$ cat config.mk
export PLATFORM = sky130hd
export DESIGN_NAME = pulse_burst_ctrl_flat
export DESIGN_NICKNAME = d
export VERILOG_FILES = /design/src/rtl/pulse_burst_pkg.sv /design/src/rtl/pulse_burst_ctrl_if.sv /design/src/rtl/divide_prog.sv /design/src/rtl/pulse_burst_ctrl.sv /design/src/flat_wrapper.sv
export SDC_FILE = /design/constraint.sdc
export NUM_CORES = 1
export LEC_CHECK = 0
export ABC_AREA = 1
export BUFFER_PORTS_ARGS = -buffer_cell sky130_fd_sc_hd__buf_4
export CORE_MARGIN = 2
export CORE_UTILIZATION = 53
export DETAILED_ROUTE_END_ITERATION = 10
export GPL_TIMING_DRIVEN = 1
export PLACE_DENSITY = 0.77
export SLEW_MARGIN = 20
export SYNTH_ARGS = -nofsm -noshare
export SYNTH_HDL_FRONTEND = slang
export SYNTH_SLANG_ARGS = --single-unit
$ cat constraint.sdc
create_clock -name CLOCK -period 2.8 [get_ports CLOCK]
set_input_delay 0.14 -clock CLOCK [delete_from_list [all_inputs] [get_ports CLOCK]]
set_output_delay 0.14 -clock CLOCK [all_outputs]
set_load 0.01 [all_outputs]
$ cat src/rtl/pulse_burst_pkg.sv
// Shared types and constants for the pulse burst controller.
//   state_e  : controller state (idle / running a burst)
//   MinDiv   : smallest accepted tick period in clocks
//   DefaultM : default divisor / modulo counter width
//   DefaultK : default pulse-count width
package pulse_burst_pkg;

   typedef enum logic [0:0] {StIdle, StRun} state_e;

   localparam int unsigned MinDiv   = 2;
   localparam int unsigned DefaultM = 8;
   localparam int unsigned DefaultK = 8;

endpackage

$ cat src/rtl/pulse_burst_ctrl_if.sv
// Request / status bundle between the board-side requester and pulse_burst_ctrl.
//   start, abort     : burst request and early termination (requester -> controller)
//   div, npulse      : tick period and burst length, sampled with an accepted start
//   busy, tick, done : running flag, one-cycle tick, one-cycle normal completion
//   err, pulses      : one-cycle rejected-start flag, ticks emitted in current/last burst
interface pulse_burst_ctrl_if #(
   parameter int unsigned M = pulse_burst_pkg::DefaultM,
   parameter int unsigned K = pulse_burst_pkg::DefaultK
) ();

   logic         start;
   logic         abort;
   logic [M-1:0] div;
   logic [K-1:0] npulse;
   logic         busy;
   logic         tick;
   logic         done;
   logic         err;
   logic [K-1:0] pulses;

   modport master (
      output start, abort, div, npulse,
      input  busy, tick, done, err, pulses
   );

   modport slave (
      input  start, abort, div, npulse,
      output busy, tick, done, err, pulses
   );

endinterface

$ cat src/rtl/divide_prog.sv
// Runtime-programmable modulo-DIV counter, updated on the falling clock edge.
//   CLOCK    : clock (falling edge active)
//   CLEAR    : asynchronous active-low reset
//   EN       : advance the counter this edge
//   SYNC_CLR : synchronously zero the counter and TICK (wins over EN)
//   DIV      : modulus, must be >= 2 whenever EN is high
//   TICK     : registered, high for the cycle after the DIV-2 -> DIV-1 step,
//              i.e. while the counter holds DIV-1
//   PRE_TICK : counter currently holds DIV-2, so the next enabled edge raises TICK
module divide_prog import pulse_burst_pkg::*; #(
   parameter int unsigned M = DefaultM
) (
   input  logic         CLOCK,
   input  logic         CLEAR,
   input  logic         EN,
   input  logic         SYNC_CLR,
   input  logic [M-1:0] DIV,
   output logic         TICK,
   output logic         PRE_TICK
);

   logic [M-1:0] cnt_q, cnt_d;
   logic         tick_q, tick_d;
   logic [M-1:0] div_m1, div_m2;

   assign div_m1 = DIV - M'(1);
   assign div_m2 = DIV - M'(2);

   always_comb begin
      cnt_d  = cnt_q;
      tick_d = 1'b0;
      if (SYNC_CLR) begin
         cnt_d = '0;
      end else if (EN) begin
         cnt_d  = (cnt_q == div_m1) ? '0 : cnt_q + M'(1);
         tick_d = (cnt_q == div_m2);
      end
   end

   always_ff @(negedge CLOCK or negedge CLEAR) begin
      if (!CLEAR) begin
         cnt_q  <= '0;
         tick_q <= 1'b0;
      end else begin
         cnt_q  <= cnt_d;
         tick_q <= tick_d;
      end
   end

   assign TICK     = tick_q;
   assign PRE_TICK = (cnt_q == div_m2);

endmodule

$ cat src/rtl/pulse_burst_ctrl.sv
// Burst controller: on an accepted start, emits npulse one-cycle ticks spaced div
// clocks apart, then flags done. All state changes on the falling clock edge.
//   CLOCK : clock (falling edge active)
//   CLEAR : asynchronous active-low reset; a mid-burst reset aborts silently
//   bus   : pulse_burst_ctrl_if slave (start/abort/div/npulse in,
//           busy/tick/done/err/pulses out, all outputs registered)
module pulse_burst_ctrl import pulse_burst_pkg::*; #(
   parameter int unsigned M = DefaultM,
   parameter int unsigned K = DefaultK
) (
   input logic               CLOCK,
   input logic               CLEAR,
   pulse_burst_ctrl_if.slave bus
);

   state_e       state_q, state_d;
   logic [M-1:0] div_q, div_d;
   logic [K-1:0] npulse_q, npulse_d;
   logic [K-1:0] pulses_q, pulses_d;
   logic         busy_q, busy_d;
   logic         done_q, done_d;
   logic         err_q, err_d;

   logic div_tick, div_pre_tick;
   logic last_wrap, run_go;

   // div_tick high means the counter sits at DIV-1, so this edge is a wrap edge.
   assign last_wrap = (state_q == StRun) && div_tick && (pulses_q == npulse_q);
   // Counter only advances while the burst continues; otherwise it is held at zero
   // so an abort or completion also suppresses any coincident tick.
   assign run_go    = (state_q == StRun) && !bus.abort && !last_wrap;

   divide_prog #(
      .M (M)
   ) u_div (
      .CLOCK    (CLOCK),
      .CLEAR    (CLEAR),
      .EN       (run_go),
      .SYNC_CLR (!run_go),
      .DIV      (div_q),
      .TICK     (div_tick),
      .PRE_TICK (div_pre_tick)
   );

   always_comb begin
      state_d  = state_q;
      div_d    = div_q;
      npulse_d = npulse_q;
      pulses_d = pulses_q;
      busy_d   = busy_q;
      done_d   = 1'b0;
      err_d    = 1'b0;
      unique case (state_q)
         StIdle: begin
            if (bus.start) begin
               if ((bus.div < M'(MinDiv)) || (bus.npulse == '0)) begin
                  err_d = 1'b1;
               end else begin
                  div_d    = bus.div;
                  npulse_d = bus.npulse;
                  pulses_d = '0;
                  busy_d   = 1'b1;
                  state_d  = StRun;
               end
            end
         end
         StRun: begin
            if (bus.abort) begin
               busy_d  = 1'b0;
               state_d = StIdle;
            end else if (last_wrap) begin
               busy_d  = 1'b0;
               done_d  = 1'b1;
               state_d = StIdle;
            end else if (div_pre_tick) begin
               pulses_d = pulses_q + K'(1);
            end
         end
         default: state_d = StIdle;
      endcase
   end

   always_ff @(negedge CLOCK or negedge CLEAR) begin
      if (!CLEAR) begin
         state_q  <= StIdle;
         div_q    <= '0;
         npulse_q <= '0;
         pulses_q <= '0;
         busy_q   <= 1'b0;
         done_q   <= 1'b0;
         err_q    <= 1'b0;
      end else begin
         state_q  <= state_d;
         div_q    <= div_d;
         npulse_q <= npulse_d;
         pulses_q <= pulses_d;
         busy_q   <= busy_d;
         done_q   <= done_d;
         err_q    <= err_d;
      end
   end

   assign bus.busy   = busy_q;
   assign bus.tick   = div_tick;
   assign bus.done   = done_q;
   assign bus.err    = err_q;
   assign bus.pulses = pulses_q;

endmodule

$ cat src/flat_wrapper.sv
// flat-port wrapper written by rule: the top's interface ports become plain ports
module pulse_burst_ctrl_flat import pulse_burst_pkg::*;
#(
   parameter int unsigned M = DefaultM,
   parameter int unsigned K = DefaultK
)
  (CLOCK, CLEAR, bus_start, bus_abort, bus_div, bus_npulse, bus_busy, bus_tick, bus_done, bus_err, bus_pulses);
  pulse_burst_ctrl_if #(.M(M), .K(K)) bus_i ();
  input logic CLOCK;
  input logic CLEAR;
  input wire logic [$bits(bus_i.start)-1:0] bus_start;
  input wire logic [$bits(bus_i.abort)-1:0] bus_abort;
  input wire logic [$bits(bus_i.div)-1:0] bus_div;
  input wire logic [$bits(bus_i.npulse)-1:0] bus_npulse;
  output wire logic [$bits(bus_i.busy)-1:0] bus_busy;
  output wire logic [$bits(bus_i.tick)-1:0] bus_tick;
  output wire logic [$bits(bus_i.done)-1:0] bus_done;
  output wire logic [$bits(bus_i.err)-1:0] bus_err;
  output wire logic [$bits(bus_i.pulses)-1:0] bus_pulses;
  assign bus_i.start = bus_start;
  assign bus_i.abort = bus_abort;
  assign bus_i.div = bus_div;
  assign bus_i.npulse = bus_npulse;
  assign bus_busy = bus_i.busy;
  assign bus_tick = bus_i.tick;
  assign bus_done = bus_i.done;
  assign bus_err = bus_i.err;
  assign bus_pulses = bus_i.pulses;
  pulse_burst_ctrl #(.M(M), .K(K)) u_core (.CLOCK(CLOCK), .CLEAR(CLEAR), .bus(bus_i));
endmodule
-- Word level (Yosys, flattened, before mapping)
Cells that the tools add are included.
- order comparisons: 1
- bitwise gates (word level): 2
- multiplexer cells: 25
- equality and inequality tests: 9
- reduce and logical (&&, ||, !) cells: 11
- add/sub/neg operators: 4
- operators with widths (cell ; count):
    $mux W8 ; 7
    $eq A8 B8 Y1 ; 3
    $add A8 B1 Y8 const B ; 2
    $pmux W8 S2 ; 1
    $mux W1 ; 15
    $ne A2 B2 Y1 const B ; 5
    $logic_not A8 Y1 ; 1
    $lt A8 B2 Y1 const B ; 1
    $sub A8 B1 Y8 const B ; 1
    $sub A8 B2 Y8 const B ; 1
    $reduce_and A3 Y1 ; 2
    $reduce_and A5 Y1 ; 1
    $logic_and A1 B1 Y1 ; 4
    $pmux W1 S2 ; 2
    $ne A3 B3 Y1 const B ; 1
    $logic_not A1 Y1 ; 2
    $not A1 Y1 ; 2
    $logic_or A1 B1 Y1 ; 1
- input bits: 20
- word-level logic and storage cells: 61
- bits in registers: 37
- output and inout bits: 12

-- Logic depth before layout (Yosys ltp)
Gate-level depths: netlist of run 1.
- depth after elaboration: 6
- mapped depth: 13
- gate-level depth less buffers: 13

-- By module
From an unflattened synthesis of run 1, not the netlist that was laid out.
- cell total of the unflattened synthesis: 358
- area, all modules: 2493.6 um2
- by module, submodules not included (module ; instances ; area each (um2) ; cells each):
    pulse_burst_ctrl ; 1 ; 1522.7 ; 208
    divide_prog ; 1 ; 970.9 ; 150

==> metrics.cfg, run 1 <==
[power_and_ir_drop]
peakVddDrop_uv=488.3
p_int_mw=1.100
p_per_area_mw_per_mm2=613.8
clkPwrFrac_pct=29.4
p_leak_nw=1.443
p_comb_share_pct=27.8
netSwitchingPower_mw=0.5616
p_sw_share_pct=33.79
seq_power_share_pct=42.8

[sta]
finalWorstSetupSlack_ns=0.2391
max_slew.worst_pin.slew_ns=0.4632
setup-violations-final=0
fin_skew_ns=0.006772
slew_violations=0
rsz0062_at_grt=no
hold_violations=0
fin_hold_ws_ns=0.4565
slew_headroom_pct=69.12
final.setup.tns_ns=0

[floorplan]
fp-row-count=23
io_pins=32
die_x_um=69.84
dieArea_mm2=0.004877
initial_utilization_pct=56.22
die_y_um=69.84
fp.coreArea_mm2=0.004086

[logic_synthesis]
syn_area_mm2=0.002297
synth-seq-cells=37
yosys.area.top_type=dfrtn_1
avgSynthCellArea_um2=7.025
syn-instance-count=327
synth.distinct_cells=25
yosys_warnings=0
yosys.area.top_type_share_pct=40.31
syn_nets=351
synthTopCellsByArea=dfrtn_1 40%, nand2_1 17%, nor2_1 7.8%, inv_1 6.7%, nand3_1 4.4%
ys_seq_area_share_pct=40.31

[setup_path]
setup.worst_path.start=u_core.bus.pulses[5]
worst-path-buf-inv=1
arrival_ns=2.42
cp-end-kind=output pin
crit_type=reg -> out
max_stage_delay_ns=0.55
cp-start-kind=flop
crit_family=flip-flops
path_max_fanout=8
crit_chain=buf_4
critPathRequiredTime_ns=2.66
cp_slowest_cell=dfrtn_1
r2r_cells=11
worst_r2r_startpoint=u_core.div_q[1]
worst-path-stages=1

[finish]
nNetsFinal=387
fillers=397
fin_util_pct=66.26
layoutNonFillerInstCount=414
antenna_cells=0
drive_above_1_share_pct=15.38
areaGrowthSynthToFinish_pct=17.87

[route]
drt_iter0_drc=144
dr.pass1.iters=5
wl_per_cell_um=12.23
drt_wl_total_mm=5.062
vias=2113
postRouteAntennaNets=0
viasPerCell=5.104
drc=0

[cts]
cts_tree=yes
clockRootBuffer=clkbuf_8
clockBufferDepth=2
clk_pin_slew_worst_paths_ns=0.05
clkLatencyLatePin_ns=0.30
cts_max_level=2
cts_hold_buf=0
cts_made_buffers=5
cts_setup_buffers=0
cts-resized-gates=0
cts_sinks=37

[hold_path]
hp-class=reg -> reg
min_from=u_core.npulse_q[2]
worstHoldPathCells=2

[place]
io_buffers=31
placed_cells=406
hpwl_mm=3.947
place_congestion=0.8733
pre_cts_ws_ns=0.1094

[global_routing]
first_global_vias=2032
track_usage_pct=22.85
grt.overflow.total=0
grt_pass1_wl_mm=8.997
grt_max_degree=38
antenna_found_initial=0

[outcome]
status=complete, no violations

[run]
timing.max_cap.violations=0

[path summary, 6_finish.rpt]
| path | to | slack, ns |
|---|---|---|
| worst max-delay path | bus_pulses[5] | 0.24 |
| worst min-delay path | u_core.npulse_q[2] | 0.46 |
| worst max register to register | u_core.bus.pulses[6] | 0.84 |
| worst min register to register | u_core.npulse_q[2] | 0.46 |
| max in group asynchronous | u_core.u_div.cnt_q[2] | 1.36 |
| min in group asynchronous | u_core.bus.pulses[7] | 1.08 |
[through the flow]
step	area [um2]	power, mW
final	2708	1.662
after CTS	2708	1.669
after global placement	2587	1.167
after global routing	2708	1.778
after floorplan	2297	1.029
after detailed placement	2587	1.182
[final cells by class]
type,count,area (um2),share of cell area [%]
timing repair buffer,34,255.2,9.427
tap,50,62.56,2.311
sequential,37,925.9,34.20
multi-input combinational,238,1167,43.11
clock buffer,6,82.58,3.050
clock inverter,2,37.54,1.386
inverter,47,176.4,6.516
[kinds of logic (layout without fill, tap and decap cells)]
| group | Yosys count | in the layout | synth area share [%] |
|---|---|---|---|
| fa+ha+maj | 4 | 4 | 2.179 |
| simple gates | 190 | 190 | 35.08 |
| xor+xnor | 18 | 18 | 6.863 |
| flops | 37 | 37 | 40.31 |
| buf+inv | 52 | 89 | 8.878 |
| compound gates | 26 | 26 | 6.699 |
[registers in the layout, summed over array words and instances, names as in the netlist]
| signal | count |
|---|---|
| u_core.npulse_q | 8 |
| u_core.bus.err | 1 |
| u_core.div_q | 8 |
| u_core.state_q | 1 |
| u_core.bus.pulses | 8 |
| u_core.bus.busy | 1 |
| u_core.u_div.TICK | 1 |
| u_core.bus.done | 1 |
| u_core.u_div.cnt_q | 8 |
[worst register-to-register path: stages (launching register included)]
cell and delay (ns):
dfrtn_1 0.47, inv_1 0.13, ha_1 0.33, xnor2_1 0.13, nor2_1 0.12, nand2_1 0.06
nor2_1 0.08, nand2_1 0.12, nand2_4 0.15, nand2_4 0.10, nand2_1 0.07, nand2_1 0.05
[synth_stat cells, drive strengths merged]
| cell | number |
|---|---|
| nand2 | 105 |
| nor2 | 49 |
| nor3 | 4 |
| a22oi | 1 |
| ha | 4 |
| or2 | 1 |
| o211ai | 1 |
| o21ai | 14 |
| nand4 | 7 |
| nand2b | 1 |
| inv | 47 |
| xor2 | 11 |
| dfrtn | 37 |
| buf | 5 |
| and2 | 1 |
| a21oi | 9 |
| o21bai | 1 |
| xnor2 | 7 |
| nand3 | 22 |
[power groups by stage]
stage | Sequential [mW] | Combinational, mW | Clock [mW]
after CTS | 0.710 | 0.466 | 0.494
after floorplan | 0.696 | 0.333 | 0
after global placement | 0.717 | 0.450 | 0
after global routing | 0.722 | 0.536 | 0.520
after detailed placement | 0.719 | 0.463 | 0
final | 0.711 | 0.462 | 0.489
[layout by cell type (no fill, tap or decap)]
cell type,n
and2_1,1
inv_2,6
bufinv_16,1
nand2_4,3
nor2_1,48
clkinvlp_4,1
xor2_1,11
o211ai_2,1
buf_4,34
a21oi_1,9
nor2_2,1
nand4_1,7
xnor2_1,7
nand3_1,20
o21ai_1,11
inv_1,41
nor3_1,4
clkbuf_8,6
or2_0,1
ha_1,4
nand2_1,102
nand2b_1,1
a22oi_1,1
nand3_2,2
o21bai_4,1
o21ai_0,3
dfrtn_1,37
[per-layer routing]
metal  GRT usage (%)  part of all wire, %
met5               0                    0
met4           5.983                  1.4
met3           5.378                  3.8
met2           41.80                   54
met1           26.63                   41
Note: power is estimated with default switching activity, not from simulation.
==> inputs of run 2 (changes only) <==
--- a/config.mk
+++ b/config.mk
@@ -7,11 +7,11 @@
 export LEC_CHECK = 0
 export ABC_AREA = 1
 export BUFFER_PORTS_ARGS = -buffer_cell sky130_fd_sc_hd__buf_4
-export CORE_MARGIN = 2
 export CORE_UTILIZATION = 53
 export DETAILED_ROUTE_END_ITERATION = 10
-export GPL_TIMING_DRIVEN = 1
+export GPL_TIMING_DRIVEN = 0
 export PLACE_DENSITY = 0.77
+export RECOVER_POWER = 25
 export SLEW_MARGIN = 20
 export SYNTH_ARGS = -nofsm -noshare
 export SYNTH_HDL_FRONTEND = slang
==> metrics.cfg, run 2 (synthesized netlist as in run 1, its figures left out) <==
[outcome]
status=complete, no violations

[finish]
mostFrequentLayoutCell=nand2_1
nNetsFinal=389  ; +0.52%
antenna_cells=0  ; unchanged
mostFrequentLayoutCells=102 x nand2_1, 48 x nor2_1, 41 x inv_1
drive_above_1_share_pct=15.57  ; +0.19 points
areaGrowthSynthToFinish_pct=16.34

[power_and_ir_drop]
clkPwrFrac_pct=23.2  ; -6.2 points
p_sw_share_pct=35.54  ; +1.7 points
p_leak_nw=1.434  ; -0.63%
seq_power_share_pct=45.8  ; +3.0 points
p_int_mw=0.9848  ; -11%
p_per_area_mw_per_mm2=571.6  ; -6.9%
netSwitchingPower_mw=0.5429  ; -3.3%
peakVddDrop_uv=342.0  ; -30%
p_comb_share_pct=31.0  ; +3.2 points
total_power_mw=1.528  ; -8.1%

[route]
drc=0  ; unchanged
postRouteAntennaNets=0  ; unchanged
viasPerCell=4.986  ; -2.3%
wl_per_cell_um=12.22  ; about the same
dr.pass1.iters=4  ; -1
vias=2074  ; -1.8%
drt_iter0_drc=102  ; -29%
drt_wl_total_mm=5.082  ; +0.40%

[sta]
max_slew.worst_pin.slew_ns=0.9209  ; +0.4577 ns
slew_headroom_pct=38.61  ; -31 points
rsz0062_at_grt=no
fin_skew_ns=0.005935  ; -0.0008366 ns
setup-violations-final=0  ; unchanged
fin_hold_ws_ns=0.4419  ; -0.01461 ns
slew_violations=0  ; unchanged
hold_violations=0  ; unchanged

[place]
io_buffers=31  ; unchanged
hpwl_mm=3.876  ; -1.8%
place_congestion=0.8974  ; +2.8%

[cts]
clockBufferDepth=2  ; unchanged
cts_max_level=2  ; unchanged
cts-resized-gates=0  ; unchanged
cts_hold_buf=0  ; unchanged
cts_setup_buffers=0  ; unchanged
clkLatencyLatePin_ns=0.29  ; about the same
clk_pin_slew_worst_paths_ns=0.05  ; about the same
clockRootBuffer=clkbuf_8
cts_made_buffers=5  ; unchanged
cts_tree=yes
cts_sinks=37  ; unchanged

[setup_path]
cp_slowest_cell=o211ai_2
arrival_ns=1.34  ; -1.08 ns
cp-start-kind=input port
path_max_fanout=10  ; +2
crit_chain=buf_4, inv_1, nand4_1, o211ai_2, buf_2, a21oi_1
max_stage_delay_ns=0.44  ; -0.11 ns
critPathRequiredTime_ns=1.53  ; -1.13 ns
crit_type=in -> reg
cp-end-kind=flop

[global_routing]
first_global_vias=1908  ; -6.1%
grt.overflow.total=0  ; unchanged
grt_max_degree=38  ; unchanged
grt_pass1_wl_mm=8.321  ; -7.5%
track_usage_pct=24.74  ; +1.9 points
antenna_found_initial=0  ; unchanged

[floorplan]
fp-row-count=23  ; unchanged
dieArea_mm2=0.004602  ; -5.6%
die_x_um=67.84  ; -2.9%
die_y_um=67.84  ; -2.9%
fp.coreArea_mm2=0.004086  ; unchanged
initial_utilization_pct=56.22  ; unchanged
io_pins=32  ; unchanged

[run]
timing.max_cap.violations=0  ; unchanged

[hold_path]
hp-class=reg -> reg

[run 2: worst paths after layout]
path | startpoint | end | slack, ns | depth (start not counted)
max | bus_npulse[4] | u_core.div_q[5] | 0.19 | 6
min | u_core.npulse_q[1] | u_core.npulse_q[1] | 0.44 | 2
max reg2reg | u_core.div_q[1] | u_core.bus.pulses[6] | 0.81 | 13
min reg2reg | u_core.npulse_q[1] | u_core.npulse_q[1] | 0.44 | 2
max in group asynchronous | CLEAR | u_core.div_q[2] | 0.94 | 1
min in group asynchronous | CLEAR | u_core.u_div.cnt_q[0] | 1.26 | 1
[run 2: per-layer routing]
layer  track usage (%)  wire length [um]
met1             28.27              2198
met4             8.073                65
met5                 0                 0
met2             46.41              2671
met3             4.000               146
[run 2: layout make-up]
class / instances / area [um2]
Sequential cell: 37 / 925.9
Tap cell: 50 / 62.56
Fill cell: 380 / 1414
Clock inverter: 2 / 10.01
Multi-Input combinational cell: 238 / 1167
Timing Repair Buffer: 31 / 230.2
Buffer: 5 / 27.53
Clock buffer: 6 / 72.57
Inverter: 47 / 176.4
[run 2: power by group through the flow]
stage	logic [mW]	clock network (mW)	registers (mW)
2_1_floorplan	0.333	0	0.696
3_3_place_gp	0.459	0	0.707
3_5_place_dp	0.474	0	0.710
4_1_cts	0.476	0.371	0.701
5_1_grt	0.545	0.386	0.713
6_report	0.473	0.354	0.700
[run 2: metrics by stage]
step	cell area, um2	TNS, ns	cells	setup WS (ns)	util [%]
after detailed placement	2592	-1.558	408	-0.1178	63.44
after global routing	2673	0	416	0.05863	65.40
final	2673	0	416	0.1929	65.40
after global placement	2592	-1.662	408	-0.1230	63.44
after floorplan	2297	0	327	0.2736	-
after CTS	2675	0	416	0.1807	65.46
[run 2: worst max-delay path, delay by kind of cell]
family	cells	cell delay, ns
AOI/OAI and AO/OA	2	0.54
buffers and inverters	3	0.51
and+or+nand+nor	1	0.15
==> inputs of run 3 (changes only) <==
--- a/config.mk
+++ b/config.mk
@@ -7,10 +7,12 @@
 export LEC_CHECK = 0
 export ABC_AREA = 1
 export BUFFER_PORTS_ARGS = -buffer_cell sky130_fd_sc_hd__buf_4
-export CORE_UTILIZATION = 53
+export CELL_PAD_IN_SITES_DETAIL_PLACEMENT = 1
+export CELL_PAD_IN_SITES_GLOBAL_PLACEMENT = 1
+export CORE_UTILIZATION = 44
 export DETAILED_ROUTE_END_ITERATION = 10
 export GPL_TIMING_DRIVEN = 0
-export PLACE_DENSITY = 0.77
+export PLACE_DENSITY = 0.86
 export RECOVER_POWER = 25
 export SLEW_MARGIN = 20
 export SYNTH_ARGS = -nofsm -noshare
==> metrics.cfg, run 3 (synthesized netlist as in run 1, its figures left out) <==
[finish]
regArea_um2=925.9  ; unchanged
mostFrequentLayoutCells=102 x nand2_1, 48 x nor2_1, 41 x inv_1
areaGrowthSynthToFinish_pct=17.43
fillers=682  ; +79%
antenna_cells=0  ; unchanged
multi_input_area_mm2=0.001167  ; unchanged
layoutNonFillerInstCount=432  ; +3.8%
drive_above_1_share_pct=15.34  ; -0.23 points
nNetsFinal=389  ; unchanged
mostFrequentLayoutCell=nand2_1

[route]
wl_met2_mm=3.234  ; +21%
dr.max_layer_used=met4
wl_per_cell_um=14.14  ; +16%
postRouteAntennaNets=0  ; unchanged
routedLengthMet1_mm=2.685  ; +22%
dr.pass1.iters=4  ; unchanged
drc=0  ; unchanged
drt_wl_total_mm=6.107  ; +20%
viasPerCell=5.035  ; +0.99%
wl_met3_um=126  ; -14%
drt_iter0_drc=72  ; -29%
vias=2175  ; +4.9%

[hold_path]
hp-class=reg -> reg

[run]
timing.max_cap.violations=0  ; unchanged

[cts]
cts_made_buffers=5  ; unchanged
clockBufferDepth=2  ; unchanged
cts_hold_buf=0  ; unchanged
clkLatencyLatePin_ns=0.29  ; about the same
clk_pin_slew_worst_paths_ns=0.05  ; about the same
cts-resized-gates=0  ; unchanged
clockRootBuffer=clkbuf_8
cts_sinks=37  ; unchanged
cts_tree=yes
cts_setup_buffers=0  ; unchanged
cts_max_level=2  ; unchanged

[global_routing]
grt_pass1_wl_mm=10.29  ; +24%
grt_max_degree=38  ; unchanged
grt.overflow.total=0  ; unchanged
antenna_found_initial=0  ; unchanged
track_usage_pct=24.93  ; +0.19 points
first_global_vias=2246  ; +18%

[setup_path]
max_stage_delay_ns=0.44  ; about the same
cp-start-kind=input port
crit_chain=buf_4, inv_1, nand4_1, o211ai_2, buf_2, a21oi_1
ff2ff_setup_slack_ns=0.67  ; -0.14 ns
worst_r2r_startpoint=u_core.div_q[1]
crit_type=in -> reg
path_max_fanout=10  ; unchanged
cp-end-kind=flop
arrival_ns=1.35  ; about the same
cp_slowest_cell=o211ai_2
reg2reg_to=u_core.u_div.cnt_q[7]
endpoint=u_core.div_q[5]
r2r_cells=10  ; -3
setup.worst_path.start=bus_npulse[6]
critPathRequiredTime_ns=1.53  ; about the same

[floorplan]
die_x_um=74.26  ; +9.5%
initial_utilization_pct=47.08  ; -9.1 points
io_pins=32  ; unchanged
fp.coreArea_mm2=0.004880  ; +19%
die_y_um=74.26  ; +9.5%
dieArea_mm2=0.005514  ; +20%
fp-row-count=25  ; +8.7%

[power_and_ir_drop]
total_power_mw=1.573  ; +3.0%
p_leak_nw=1.434  ; about the same
peakVddDrop_uv=332.9  ; -2.7%
p_per_area_mw_per_mm2=583.2  ; +2.0%

[sta]
setup-violations-final=0  ; unchanged
max_slew.worst_pin.slew_ns=0.9303  ; +0.009386 ns
fin_skew_ns=0.005494  ; -0.0004413 ns
rsz0062_at_grt=no
finalWorstSetupSlack_ns=0.1850  ; -0.007969 ns
hold_violations=0  ; unchanged
slew_headroom_pct=37.98  ; -0.63 points
slew_violations=0  ; unchanged

[place]
pre_cts_ws_ns=-0.1310  ; -0.01323 ns
place_congestion=0.7674  ; -14%
io_buffers=31  ; unchanged
placed_cells=425  ; +4.2%
hpwl_mm=4.759  ; +23%

[outcome]
status=complete, no violations

[run 3: cell types whose count changed in the layout (fill, tap and decap cells not counted)]
cell	delta
clkbuf_8	+1
clkinv_2	-2
[run 3: how the worst min path moves through the flow]
stage / startpoint / to / depth (start not counted)
5_1_grt: u_core.npulse_q[1] / u_core.npulse_q[1] / 2
3_3_place_gp: u_core.npulse_q[1] / u_core.npulse_q[1] / 2
2_1_floorplan: u_core.npulse_q[1] / u_core.npulse_q[1] / 2
6_report: u_core.npulse_q[1] / u_core.npulse_q[1] / 2
3_5_place_dp: u_core.npulse_q[1] / u_core.npulse_q[1] / 2
4_1_cts: u_core.npulse_q[1] / u_core.npulse_q[1] / 2
[run 3: layout make-up]
cell class / instances / area share [%]
buffer: 5 / 1.020
clock buffer: 7 / 3.200
inverter: 47 / 6.540
multi-input combinational: 238 / 43.27
sequential: 37 / 34.32
tap: 67 / 3.108
timing repair buffer: 31 / 8.534
[run 3: report_power, final]
part,total (mW),internal [mW],leakage [nW],switching (mW)
clock,0.380,0.195,0.0443,0.184
combinational,0.488,0.196,0.913,0.293
sequential,0.705,0.616,0.476,0.0892
total,1.57,1.01,1.43,0.566
[run 3: metal layers]
layer / vias up / track usage [%]
li1: 1085 / -
met1: 1056 / 29.82
met2: 28 / 47.58
met3: 6 / 2.575
met4: 0 / 6.289
met5: - / 0
[run 3: worst max-delay path: cells and delay by family]
| kind | cells | cell delay, ns |
|---|---|---|
| AND/OR/NAND/NOR | 1 | 0.14 |
| AO/OA/AOI/OAI | 2 | 0.55 |
| buffers and inverters | 3 | 0.51 |
[run 3: stage by stage]
step | area, um2 | util (%) | hold WS (ns) | setup TNS [ns]
2_1_floorplan | 2297 | - | 0.4190 | 0
3_3_place_gp | 2614 | 53.56 | 0.4363 | -2.071
3_5_place_dp | 2614 | 53.56 | 0.4638 | -1.832
4_1_cts | 2700 | 55.33 | 0.4645 | 0
5_1_grt | 2698 | 55.28 | 0.4655 | 0
6_report | 2698 | 55.28 | 0.4637 | 0
